### config.mk
export PLATFORM = sky130hd
export DESIGN_NAME = lsq_scheduler
export DESIGN_NICKNAME = d
export VERILOG_FILES = /design/src/rtl/lsq_scheduler.sv
export SDC_FILE = /design/constraint.sdc
export NUM_CORES = 1
export LEC_CHECK = 0
export CAP_MARGIN = 0
export CORE_ASPECT_RATIO = 1.75
export CORE_MARGIN = 2
export CORE_UTILIZATION = 40
export CTS_CLUSTER_DIAMETER = 80
export DETAILED_ROUTE_END_ITERATION = 7
export PLACE_DENSITY_LB_ADDON = 0.2
export REMOVE_ABC_BUFFERS = 1
export SYNTH_ARGS = -nofsm -noshare
export SYNTH_HDL_FRONTEND = slang
export SYNTH_SLANG_ARGS = --single-unit
### constraint.sdc
create_clock -name clk -period 23.6 [get_ports clk]
set_input_delay 2.36 -clock clk [delete_from_list [all_inputs] [get_ports clk]]
set_output_delay 2.36 -clock clk [all_outputs]
set_load 0.005 [all_outputs]
### src/rtl/lsq_scheduler.sv
// Load/store queue scheduler: a circular queue of memory ops that issues one
// op at a time to the LSU, holds stores until the ROB commits them, and handles flush.
module lsq_scheduler #(
    parameter int DEPTH = 4,
    parameter int TAG_W = 5
) (
    input  logic                     clk,
    input  logic                     reset,
    input  logic                     enq_valid,
    output logic                     enq_ready,
    input  logic                     enq_is_load,
    input  logic                     enq_is_store,
    input  logic                     enq_is_byte,
    input  logic                     enq_is_word,
    input  logic [31:0]              enq_rs1,
    input  logic [31:0]              enq_rs2,
    input  logic [31:0]              enq_imm,
    input  logic [TAG_W-1:0]         enq_tag,
    input  logic                     commit_valid,
    input  logic [TAG_W-1:0]         commit_tag,
    input  logic                     flush,
    output logic [31:0]              lsu_rs1_data,
    output logic [31:0]              lsu_rs2_data,
    output logic [31:0]              lsu_imm,
    output logic                     lsu_is_load,
    output logic                     lsu_is_store,
    output logic                     lsu_is_byte,
    output logic                     lsu_is_word,
    input  logic                     lsu_mem_done,
    input  logic [31:0]              lsu_read_data,
    output logic                     cpl_valid,
    output logic [TAG_W-1:0]         cpl_tag,
    output logic [31:0]              cpl_data,
    output logic                     cpl_is_load,
    output logic [$clog2(DEPTH):0]   count
);

    localparam int PTR_W = $clog2(DEPTH);
    localparam int CNT_W = PTR_W + 1;
    localparam logic [CNT_W-1:0] DEPTH_CNT = CNT_W'(DEPTH);

    localparam logic [1:0] IDLE  = 2'd0;
    localparam logic [1:0] ISSUE = 2'd1;
    localparam logic [1:0] WAIT  = 2'd2;
    localparam logic [1:0] DRAIN = 2'd3;

    // Entry payload (no reset needed; validity comes from head/count)
    logic [31:0]      rs1_mem [DEPTH];
    logic [31:0]      rs2_mem [DEPTH];
    logic [31:0]      imm_mem [DEPTH];
    logic [TAG_W-1:0] tag_mem [DEPTH];
    logic [DEPTH-1:0] is_load_mem;
    logic [DEPTH-1:0] is_store_mem;
    logic [DEPTH-1:0] is_byte_mem;
    logic [DEPTH-1:0] is_word_mem;

    logic [DEPTH-1:0] committed_reg, committed_next;
    logic [PTR_W-1:0] head_reg, head_next, tail_reg, tail_next;
    logic [CNT_W-1:0] count_reg, count_next;
    logic [CNT_W-1:0] commit_cnt_reg, commit_cnt_next;
    logic [CNT_W-1:0] new_commits, commit_eff;
    logic [1:0]       state_reg, state_next;
    logic             flush_pending_reg, flush_pending_next;
    logic             inflight_store_reg;

    logic [31:0]      lsu_rs1_reg, lsu_rs2_reg, lsu_imm_reg;
    logic             lsu_is_load_reg, lsu_is_store_reg, lsu_is_byte_reg, lsu_is_word_reg;
    logic             cpl_valid_reg, cpl_is_load_reg;
    logic [TAG_W-1:0] cpl_tag_reg;
    logic [31:0]      cpl_data_reg;

    logic [DEPTH-1:0] entry_valid, store_op, commit_hit;
    logic             do_enq, head_is_load, head_is_store, head_committed_eff;
    logic             issue_ok, flush_eff, kill_inflight, pop, pop_store;

    assign enq_ready = (count_reg < DEPTH_CNT);
    assign do_enq    = enq_valid && enq_ready && !flush;

    generate
        for (genvar gi = 0; gi < DEPTH; gi++) begin : g_entry
            logic [PTR_W-1:0] offset;
            assign offset          = PTR_W'(gi) - head_reg;
            assign entry_valid[gi] = {1'b0, offset} < count_reg;
            assign store_op[gi]    = is_store_mem[gi] && !is_load_mem[gi];
            assign commit_hit[gi]  = commit_valid && entry_valid[gi] && store_op[gi]
                                     && !committed_reg[gi] && (tag_mem[gi] == commit_tag);
        end
    endgenerate

    always_comb begin
        new_commits = '0;
        for (int i = 0; i < DEPTH; i++) begin
            new_commits = new_commits + CNT_W'(commit_hit[i]);
        end
    end

    assign commit_eff         = commit_cnt_reg + new_commits;
    assign head_is_load       = is_load_mem[head_reg];
    assign head_is_store      = store_op[head_reg];
    assign head_committed_eff = committed_reg[head_reg] || commit_hit[head_reg];

    // A load at head is not issued in a flush cycle since the flush squashes it
    assign issue_ok = (state_reg == IDLE) && (count_reg != '0)
                      && ((head_is_store && head_committed_eff) || (head_is_load && !flush));

    // A flush seen in ISSUE is acted on by the FSM during the first WAIT cycle
    assign flush_eff     = flush || flush_pending_reg;
    assign kill_inflight = (state_reg == WAIT) && flush_eff && !inflight_store_reg;
    assign pop           = (state_reg == WAIT) && lsu_mem_done && !kill_inflight;
    assign pop_store     = pop && head_is_store;

    always_comb begin
        head_next       = head_reg + PTR_W'(pop);
        commit_cnt_next = commit_eff - CNT_W'(pop_store);
        if (flush) begin
            count_next = commit_eff - CNT_W'(pop);
            tail_next  = head_reg + commit_eff[PTR_W-1:0];
        end else begin
            count_next = count_reg + CNT_W'(do_enq) - CNT_W'(pop);
            tail_next  = tail_reg + PTR_W'(do_enq);
        end
        committed_next = committed_reg | commit_hit;
        if (do_enq) begin
            committed_next[tail_reg] = 1'b0;
        end
    end

    always_comb begin
        state_next         = state_reg;
        flush_pending_next = 1'b0;
        case (state_reg)
            IDLE:  if (issue_ok) state_next = ISSUE;
            ISSUE: begin
                state_next         = WAIT;
                flush_pending_next = flush;
            end
            WAIT: begin
                if (kill_inflight) begin
                    state_next = lsu_mem_done ? IDLE : DRAIN;
                end else if (lsu_mem_done) begin
                    state_next = IDLE;
                end
            end
            DRAIN: if (lsu_mem_done) state_next = IDLE;
            default: state_next = IDLE;
        endcase
    end

    always_ff @(posedge clk) begin
        if (do_enq) begin
            rs1_mem[tail_reg]      <= enq_rs1;
            rs2_mem[tail_reg]      <= enq_rs2;
            imm_mem[tail_reg]      <= enq_imm;
            tag_mem[tail_reg]      <= enq_tag;
            is_load_mem[tail_reg]  <= enq_is_load;
            is_store_mem[tail_reg] <= enq_is_store;
            is_byte_mem[tail_reg]  <= enq_is_byte;
            is_word_mem[tail_reg]  <= enq_is_word;
        end
    end

    always_ff @(posedge clk or posedge reset) begin
        if (reset) begin
            head_reg           <= '0;
            tail_reg           <= '0;
            count_reg          <= '0;
            commit_cnt_reg     <= '0;
            committed_reg      <= '0;
            state_reg          <= IDLE;
            flush_pending_reg  <= 1'b0;
            inflight_store_reg <= 1'b0;
            lsu_rs1_reg        <= '0;
            lsu_rs2_reg        <= '0;
            lsu_imm_reg        <= '0;
            lsu_is_load_reg    <= 1'b0;
            lsu_is_store_reg   <= 1'b0;
            lsu_is_byte_reg    <= 1'b0;
            lsu_is_word_reg    <= 1'b0;
            cpl_valid_reg      <= 1'b0;
            cpl_tag_reg        <= '0;
            cpl_data_reg       <= '0;
            cpl_is_load_reg    <= 1'b0;
        end else begin
            head_reg          <= head_next;
            tail_reg          <= tail_next;
            count_reg         <= count_next;
            commit_cnt_reg    <= commit_cnt_next;
            committed_reg     <= committed_next;
            state_reg         <= state_next;
            flush_pending_reg <= flush_pending_next;
            lsu_is_load_reg   <= issue_ok && head_is_load;
            lsu_is_store_reg  <= issue_ok && head_is_store;
            if (issue_ok) begin
                inflight_store_reg <= head_is_store;
                lsu_rs1_reg        <= rs1_mem[head_reg];
                lsu_rs2_reg        <= rs2_mem[head_reg];
                lsu_imm_reg        <= imm_mem[head_reg];
                lsu_is_byte_reg    <= is_byte_mem[head_reg];
                lsu_is_word_reg    <= is_word_mem[head_reg];
            end
            cpl_valid_reg <= pop;
            if (pop) begin
                cpl_tag_reg     <= tag_mem[head_reg];
                cpl_data_reg    <= head_is_load ? lsu_read_data : 32'd0;
                cpl_is_load_reg <= head_is_load;
            end
        end
    end

    assign lsu_rs1_data = lsu_rs1_reg;
    assign lsu_rs2_data = lsu_rs2_reg;
    assign lsu_imm      = lsu_imm_reg;
    assign lsu_is_load  = lsu_is_load_reg;
    assign lsu_is_store = lsu_is_store_reg;
    assign lsu_is_byte  = lsu_is_byte_reg;
    assign lsu_is_word  = lsu_is_word_reg;
    assign cpl_valid    = cpl_valid_reg;
    assign cpl_tag      = cpl_tag_reg;
    assign cpl_data     = cpl_data_reg;
    assign cpl_is_load  = cpl_is_load_reg;
    assign count        = count_reg;

endmodule
==> flow_summary_export.csv, run 1 <==
group,metric,value,unit
yosys,synth-async-reset-ratio,27.21,%
power,clock_power_share,28.7,%
yosys,yosys-mux-area-fraction,16.74,%
yosys,synth_edf_count,420,
power,power.total,3.239,mW
sta,timing.final.crit_period,5.432,ns
critical_path,path_buf_inv,3,
die,die_x,180.5,µm
yosys,synth_cells,1017,
yosys,synth_top_area_share,57.80,%
power,power_density,118.2,nW/µm²
yosys,synth_top_family_by_area,"multiplexers",
yosys,synth_seq_cells,577,
global_routing,grt_first_pass_wirelength,72050,µm
power,switching_power,846.7,µW
critical_path,arrival,5.65,ns
critical_path,worst-endpoint-required,23.81,ns
die,pin_count,291,
clocking,maximum_buffer_depth_of_the_clock_tree,3,
placed_design,dp_cells,1966,
critical_path,crit_path_frequent_cell,"buf_4",
drt,drc,0,
die,initial_utilization,40.29,%
clocking,clkSinkCount,577,
power,pwr-share-seq,43.7,%
clocking,post_cts_setup_buffer_count,0,
critical_path,setup.reg_to_reg.worst_slack,19.47,ns
clocking,worst_skew_pair.late_latency,0.59,ns
clocking,cts_resized,0,
clocking,tritoncts,"built",
sta,setup_tns_after_final_layout,0,ns
drt,antenna_violating_nets_post_route,0,
yosys,synth-warning-count,0,
sta,slew_headroom,30.15,%
drt,postRouteWirelength,47270,µm
die,die-area,56500,µm²
hold_path,min_path_type,"flip-flop to flip-flop",
cells_and_area,post_route_standard_cell_area_excluding_fillers,27410,µm²
drt,dr_total_vias,10560,
cells_and_area,finalNetCount,1496,
sta,hold_viol_final,0,
critical_path,setup.worst_path.class,"primary input to flip-flop",
global_routing,grt_overflow,0,
cells_and_area,syn2layout_area_growth,25.61,%
sta,final.setup_skew,0.01959,ns
sta,max_slew.worst_pin.slew,1.048,ns
yosys,synth.largest_area_cell,"edfxtp_1",
critical_path,cp_slowest_cell,"buf_4",
drt,route.detailed.vias_per_inst,5.105,
yosys,avgSynthCellArea,21.45,µm²
yosys,synthFlopType,"edfxtp_1",
global_routing,grt_use_total,16.86,%
yosys,ys_types,47,
global_routing,antenna_violations_before_repair,8,
critical_path,critPathCaptureType,"flip-flop",
global_routing,first_global_vias,11610,
yosys,synth-adder-area-share,1.113,%
die,core_area,54150,µm²
sta,final-setup-viol-count,0,
critical_path,cell_family_with_the_largest_share_of_critical_path_delay,"buffers and inverters",
clocking,clk_pin_slew_worst_paths,0.07,ns
drt,drt_pass_1_iters,4,
sta,min_period_over_period,23.02,%
placed_design,cell_area_reported_after_detailed_placement,25480,µm²
placed_design,port_buffers,290,
power,cell_internal_pwr,2.392,mW
yosys,syn_area,21820,µm²
power,max-vdd-ir-drop,0.06279,mV
placed_design,hpwl,28510,µm
critical_path,cp_slowest_stage_delay,0.77,ns
placed_design,global_placer_s_final_weighted_congestion,0.8098,
critical_path,worstPathMaxFanout,51,
global_routing,grt_max_degree,61,
power,swShare,26.14,%
cells_and_area,post-route-util,50.61,%
clocking,cts-buffers-inserted,53,
yosys,fraction_of_the_mapped_netlist_area_in_simple_logic_gates,1.646,%
cells_and_area,final_cell_count_no_fill,2069,
sta,finalMaxSlewViolations,0,
cells_and_area,share_of_layout_cells_above_drive_strength_1,24.07,%
yosys,synth-seq-area-share,75.81,%
cells_and_area,biggestRegsByFlops,"imm_mem x128, rs1_mem x128, rs2_mem x128",
yosys,ys_top_cells_by_area,"edfxtp_1 58%, dfrtp_1 18%, mux4_2 11%",
die,die_h,313.0,µm
clocking,cts.hold.buffers_added,0,
critical_path,worst_setup_path_start_kind,"primary input",
power,p_leak,9.608,nW
sta,unrepaired_setup_endpoints_after_global_routing,"false",
clocking,h-tree-depth,2,
cells_and_area,fill_cells,4389,
drt,drtIter0Drc,472,
power,p_comb_share,27.6,%
run,timing.max_cap.violations,0,
sta,fmax,184.1,MHz
die,fp_rows,113,
drt,avgRoutedWirePerCell,22.85,µm
clocking,clockRootBuffer,"clkbuf_16",
yosys,synth_compound_area_share,1.950,%
critical_path,crit_path_cell_trace,"clkdlybuf4s50_1 > nor2_1 > nand2_1 > nor3b_2 > buf_4 > buf_4",
yosys,synthXorXnorAreaFrac,1.164,%
run_status,status,"finished clean",
[per-stage QoR]
step           hold WS [ns]  setup WS (ns)
3_3_place_gp         0.4582          17.43
6_report             0.4862          18.17
4_1_cts              0.4872          18.07
3_5_place_dp         0.4720          17.44
2_1_floorplan        0.4548          12.63
5_1_grt              0.5105          17.87
[worst register-to-register path: cells and delay by family, from the launching register on]
family	cells	cell delay [ns]
DFF	1	0.68
xor gates and xnor gates	1	0.12
adders and majority gates	5	1.97
and+or+nand+nor	4	0.53
AOI/OAI and AO/OA	2	0.42
buffers and inverters	3	0.29
[Yosys cell counts (3+ instances only)]
| master | count |
|---|---|
| a21oi_1 | 6 |
| a22o_1 | 32 |
| buf_1 | 5 |
| buf_2 | 9 |
| buf_4 | 9 |
| clkbuf_1 | 22 |
| dfrtp_1 | 157 |
| edfxtp_1 | 420 |
| fa_1 | 4 |
| ha_1 | 13 |
| inv_1 | 20 |
| mux2_2 | 85 |
| mux2_4 | 20 |
| mux2i_1 | 3 |
| mux4_2 | 105 |
| nand2_1 | 9 |
| nand2b_1 | 5 |
| nand3_1 | 6 |
| nand4b_1 | 4 |
| nor2_1 | 17 |
| nor2b_1 | 6 |
| xnor2_1 | 23 |
| xor2_1 | 6 |
[cell type report]
type | count | area [µm²] | share of cell area, %
Sequential cell | 577 | 16550 | 60.38
Multi-Input combinational cell | 371 | 4964 | 18.11
Timing Repair Buffer | 307 | 3030 | 11.06
Clock buffer | 69 | 1446 | 5.278
Tap cell | 690 | 863.3 | 3.150
Clock inverter | 30 | 460.4 | 1.680
Inverter | 21 | 83.83 | 0.3059
Antenna cell | 4 | 10.01 | 0.03652
[worst paths after layout]
path / to / startpoint / cells past startpoint
min reg2reg: cpl_is_load / cpl_is_load / 1
max in group asynchronous: head_reg[1] / reset / 3
min: cpl_is_load / cpl_is_load / 1
max: rs1_mem[1][25] / flush / 6
max reg2reg: count[2] / head_reg[1] / 15
min in group asynchronous: cpl_data[12] / reset / 2
[power groups by stage]
stage / Clock [mW] / Sequential [mW] / Combinational [mW]
finish: 0.930 / 1.41 / 0.895
global route: 0.993 / 1.44 / 0.972
CTS: 0.960 / 1.42 / 0.924
detailed placement: 0 / 1.44 / 0.921
global placement: 0 / 1.43 / 0.914
floorplan: 0 / 1.47 / 0.491
[layer usage]
metal / up-vias / share of wire [%] / GRT usage (%) / wire, µm
li1: 4686 / - / - / -
met1: 5510 / 39 / 20.09 / 18460
met2: 279 / 53 / 29.92 / 24880
met3: 78 / 5.7 / 4.183 / 2686
met4: 10 / 2.5 / 5.517 / 1187
met5: - / 0.12 / 0 / 59
[cells in the final DEF (no fill, tap or decap), types with 9 or more instances in the layout]
master	count
dfrtp_1	155
bufinv_16	11
nand2_1	9
nor2_1	15
clkbuf_1	10
mux2_4	20
edfxtp_1	420
clkbuf_16	53
clkinv_2	13
clkdlybuf4s50_1	290
inv_1	19
xnor2_1	23
buf_4	17
mux2_2	85
a22o_1	32
ha_1	13
mux4_2	105
[kinds of logic (layout without fill, tap and decap cells)]
| group | after synthesis | in the layout |
|---|---|---|
| mux | 213 | 213 |
| fa+ha+maj | 17 | 17 |
| other cells | 0 | 4 |
| flops | 577 | 577 |
| buf+inv | 69 | 427 |
| simple gates | 63 | 63 |
| compound gates | 49 | 49 |
| xor+xnor | 29 | 29 |
Note: power is estimated with default switching activity, not from simulation.
==> run 2: changes to the inputs <==
Clock period 23.6 ns to 4.38 ns, I/O delays scaled along.
==> run 2 against run 1 <==
Net effect:
- clock power rose to 4.8 times the previous value
- worst setup slack got worse by 18 ns
- cell count rose by 0.39%
- critical path depth rose by 9
- worst hold slack got worse by 0.16 ns
- global-route usage barely moved
- non-clock buffer count rose by 9
- sequential power rose to 5.3 times the previous value
- largest cell class unchanged
- highest routed layer unchanged
==> flow_summary_export.csv, run 2 (same netlist as run 1, synthesis figures left out) <==
group,metric,value,unit
clocking,tritoncts,"built",
sta,final-setup-viol-count,0,
clocking,maximum_buffer_depth_of_the_clock_tree,3,
global_routing,grt_use_total,16.84,%
cells_and_area,biggestRegsByFlops,"imm_mem x128, rs1_mem x128, rs2_mem x128",
critical_path,setup.reg_to_reg.worst_slack,0.59,ns
drt,drtIter0Drc,473,
critical_path,ff2ff_path_depth,15,
sta,max_slew.worst_pin.slew,0.9761,ns
placed_design,pre_cts_ws,0.5390,ns
drt,drc,0,
cells_and_area,syn2layout_area_growth,25.55,%
global_routing,antenna_violations_before_repair,10,
sta,setup_tns_after_final_layout,0,ns
sta,min_period_over_period,86.63,%
placed_design,hpwl,28530,µm
placed_design,port_buffers,290,
cells_and_area,final_cell_count_no_fill,2077,
clocking,cts-buffers-inserted,52,
cells_and_area,layout_commonest_cell,"edfxtp_1",
critical_path,crit-reg2reg-launch,"head_reg[1]",
power,p_leak,9.592,nW
placed_design,global_placer_s_final_weighted_congestion,0.8073,
clocking,cts.hold.buffers_added,0,
drt,dr_total_vias,10700,
cells_and_area,most-common-layout-cells,"420 x edfxtp_1, 290 x clkdlybuf4s50_1, 155 x dfrtp_1, 105 x mux4_2, 85 x mux2_2",
die,initial_utilization,40.29,%
drt,drt_pass_1_iters,4,
placed_design,dp_cells,1975,
global_routing,gr-usage-met3,4.043,%
critical_path,crit-reg2reg-capture,"count[2]",
clocking,post_cts_setup_buffer_count,0,
critical_path,arrival,4.24,ns
clocking,h-tree-depth,2,
run_status,status,"finished clean",
cells_and_area,share_of_layout_cells_above_drive_strength_1,23.95,%
power,max-vdd-ir-drop,0.3844,mV
sta,hold-worst-slack,0.3231,ns
global_routing,first_global_vias,11860,
clocking,cts_resized,0,
sta,slew_headroom,34.93,%
drt,avgRoutedWirePerCell,22.66,µm
critical_path,setup.worst_path.class,"flip-flop to flip-flop",
drt,antenna_violating_nets_post_route,0,
global_routing,grt_first_pass_wirelength,72070,µm
die,fp_rows,113,
drt,route.detailed.vias_per_inst,5.154,
cells_and_area,post_route_standard_cell_area_excluding_fillers,27390,µm²
clocking,clockRootBuffer,"clkbuf_16",
placed_design,cell_area_reported_after_detailed_placement,25690,µm²
global_routing,gr-usage-met1,20.03,%
die,die_x,180.5,µm
die,die_h,313.0,µm
global_routing,met2_usage,29.59,%
die,die-area,56500,µm²
sta,hold_viol_final,0,
cells_and_area,finalNetCount,1504,
clocking,clkSinkCount,577,
critical_path,worstPathMaxFanout,4,
clocking,worst_skew_pair.late_latency,0.59,ns
critical_path,worst-endpoint-required,4.82,ns
sta,final.setup.worst_slack,0.5856,ns
sta,unrepaired_setup_endpoints_after_global_routing,"false",
critical_path,critPathCaptureType,"flip-flop",
die,core_area,54150,µm²
die,pin_count,291,
drt,postRouteWirelength,47070,µm
global_routing,grt_max_degree,111,
critical_path,worst_setup_path_start_kind,"flip-flop",
sta,fmax,263.5,MHz
sta,finalMaxSlewViolations,0,
hold_path,min_path_type,"primary input to async pin",
global_routing,gr-max-usage-layer,"met2",
sta,timing.final.crit_period,3.794,ns
sta,final.setup_skew,0.01963,ns
global_routing,grt_overflow,0,
run,timing.max_cap.violations,0,
clocking,clk_pin_slew_worst_paths,0.07,ns
power,power_density,621.2,nW/µm²
[run 2: changes by cell type in the layout (fill, tap and decap cells not counted), sizes merged]
cell / delta
diode: +1
clkinv: +1
bufinv: -8
clkinvlp: -1
buf: +9
clkbuf: +6
[run 2: layer usage]
| metal | vias to the layer above | wire [µm] |
|---|---|---|
| met5 | - | 65 |
| met3 | 83 | 2638 |
| li1 | 4712 | - |
| met1 | 5604 | 18440 |
| met4 | 10 | 1469 |
| met2 | 295 | 24450 |
[run 2: where the power goes]
group          switching [mW]  internal, mW  total [mW]
registers               0.488          6.97        7.46
clock network            1.95          2.55        4.50
logic                    2.07          2.99        5.06
total                    4.51          12.5        17.0
[run 2: worst max path at each step]
stage,start,end,slack (ns),depth (start not counted)
after floorplan,count[2],imm_mem[1][0],-4.69,3
after global placement,head_reg[1],count[2],0.64,15
after CTS,head_reg[1],count[2],0.58,16
final,head_reg[1],count[2],0.59,15
after global routing,head_reg[1],tail_reg[1],0.35,14
after detailed placement,commit_tag[3],count[2],0.54,12
[run 2: area by class of cell]
class                      instances  area (µm²)
antenna                            5       12.51
clock buffer                      75        1493
multi-input combinational        371        4959
timing repair buffer             316        3236
fill                            4428       26760
tap                              690       863.3
clock inverter                    22       197.7
inverter                          21       83.83
sequential                       577       16550
[run 2: critical path: stages, from the launching register on]
cell and delay (ns):
dfrtp_4 0.50, inv_2 0.12, nand2_1 0.09, and2_1 0.18, ha_1 0.28, inv_1 0.04, o311ai_1 0.33, nor3_1 0.13
fa_1 0.49, inv_1 0.06, fa_1 0.43, fa_1 0.51, ha_1 0.23, xnor2_1 0.12, nand2_1 0.06, o21ai_0 0.09
[run 2: metrics by stage]
step                      util, %  total power [mW]
after floorplan                 -             10.59
after global placement      47.44             12.69
after detailed placement    47.44             12.76
after CTS                   50.56             17.33
after global routing        50.59             17.91
final                       50.59             17.02
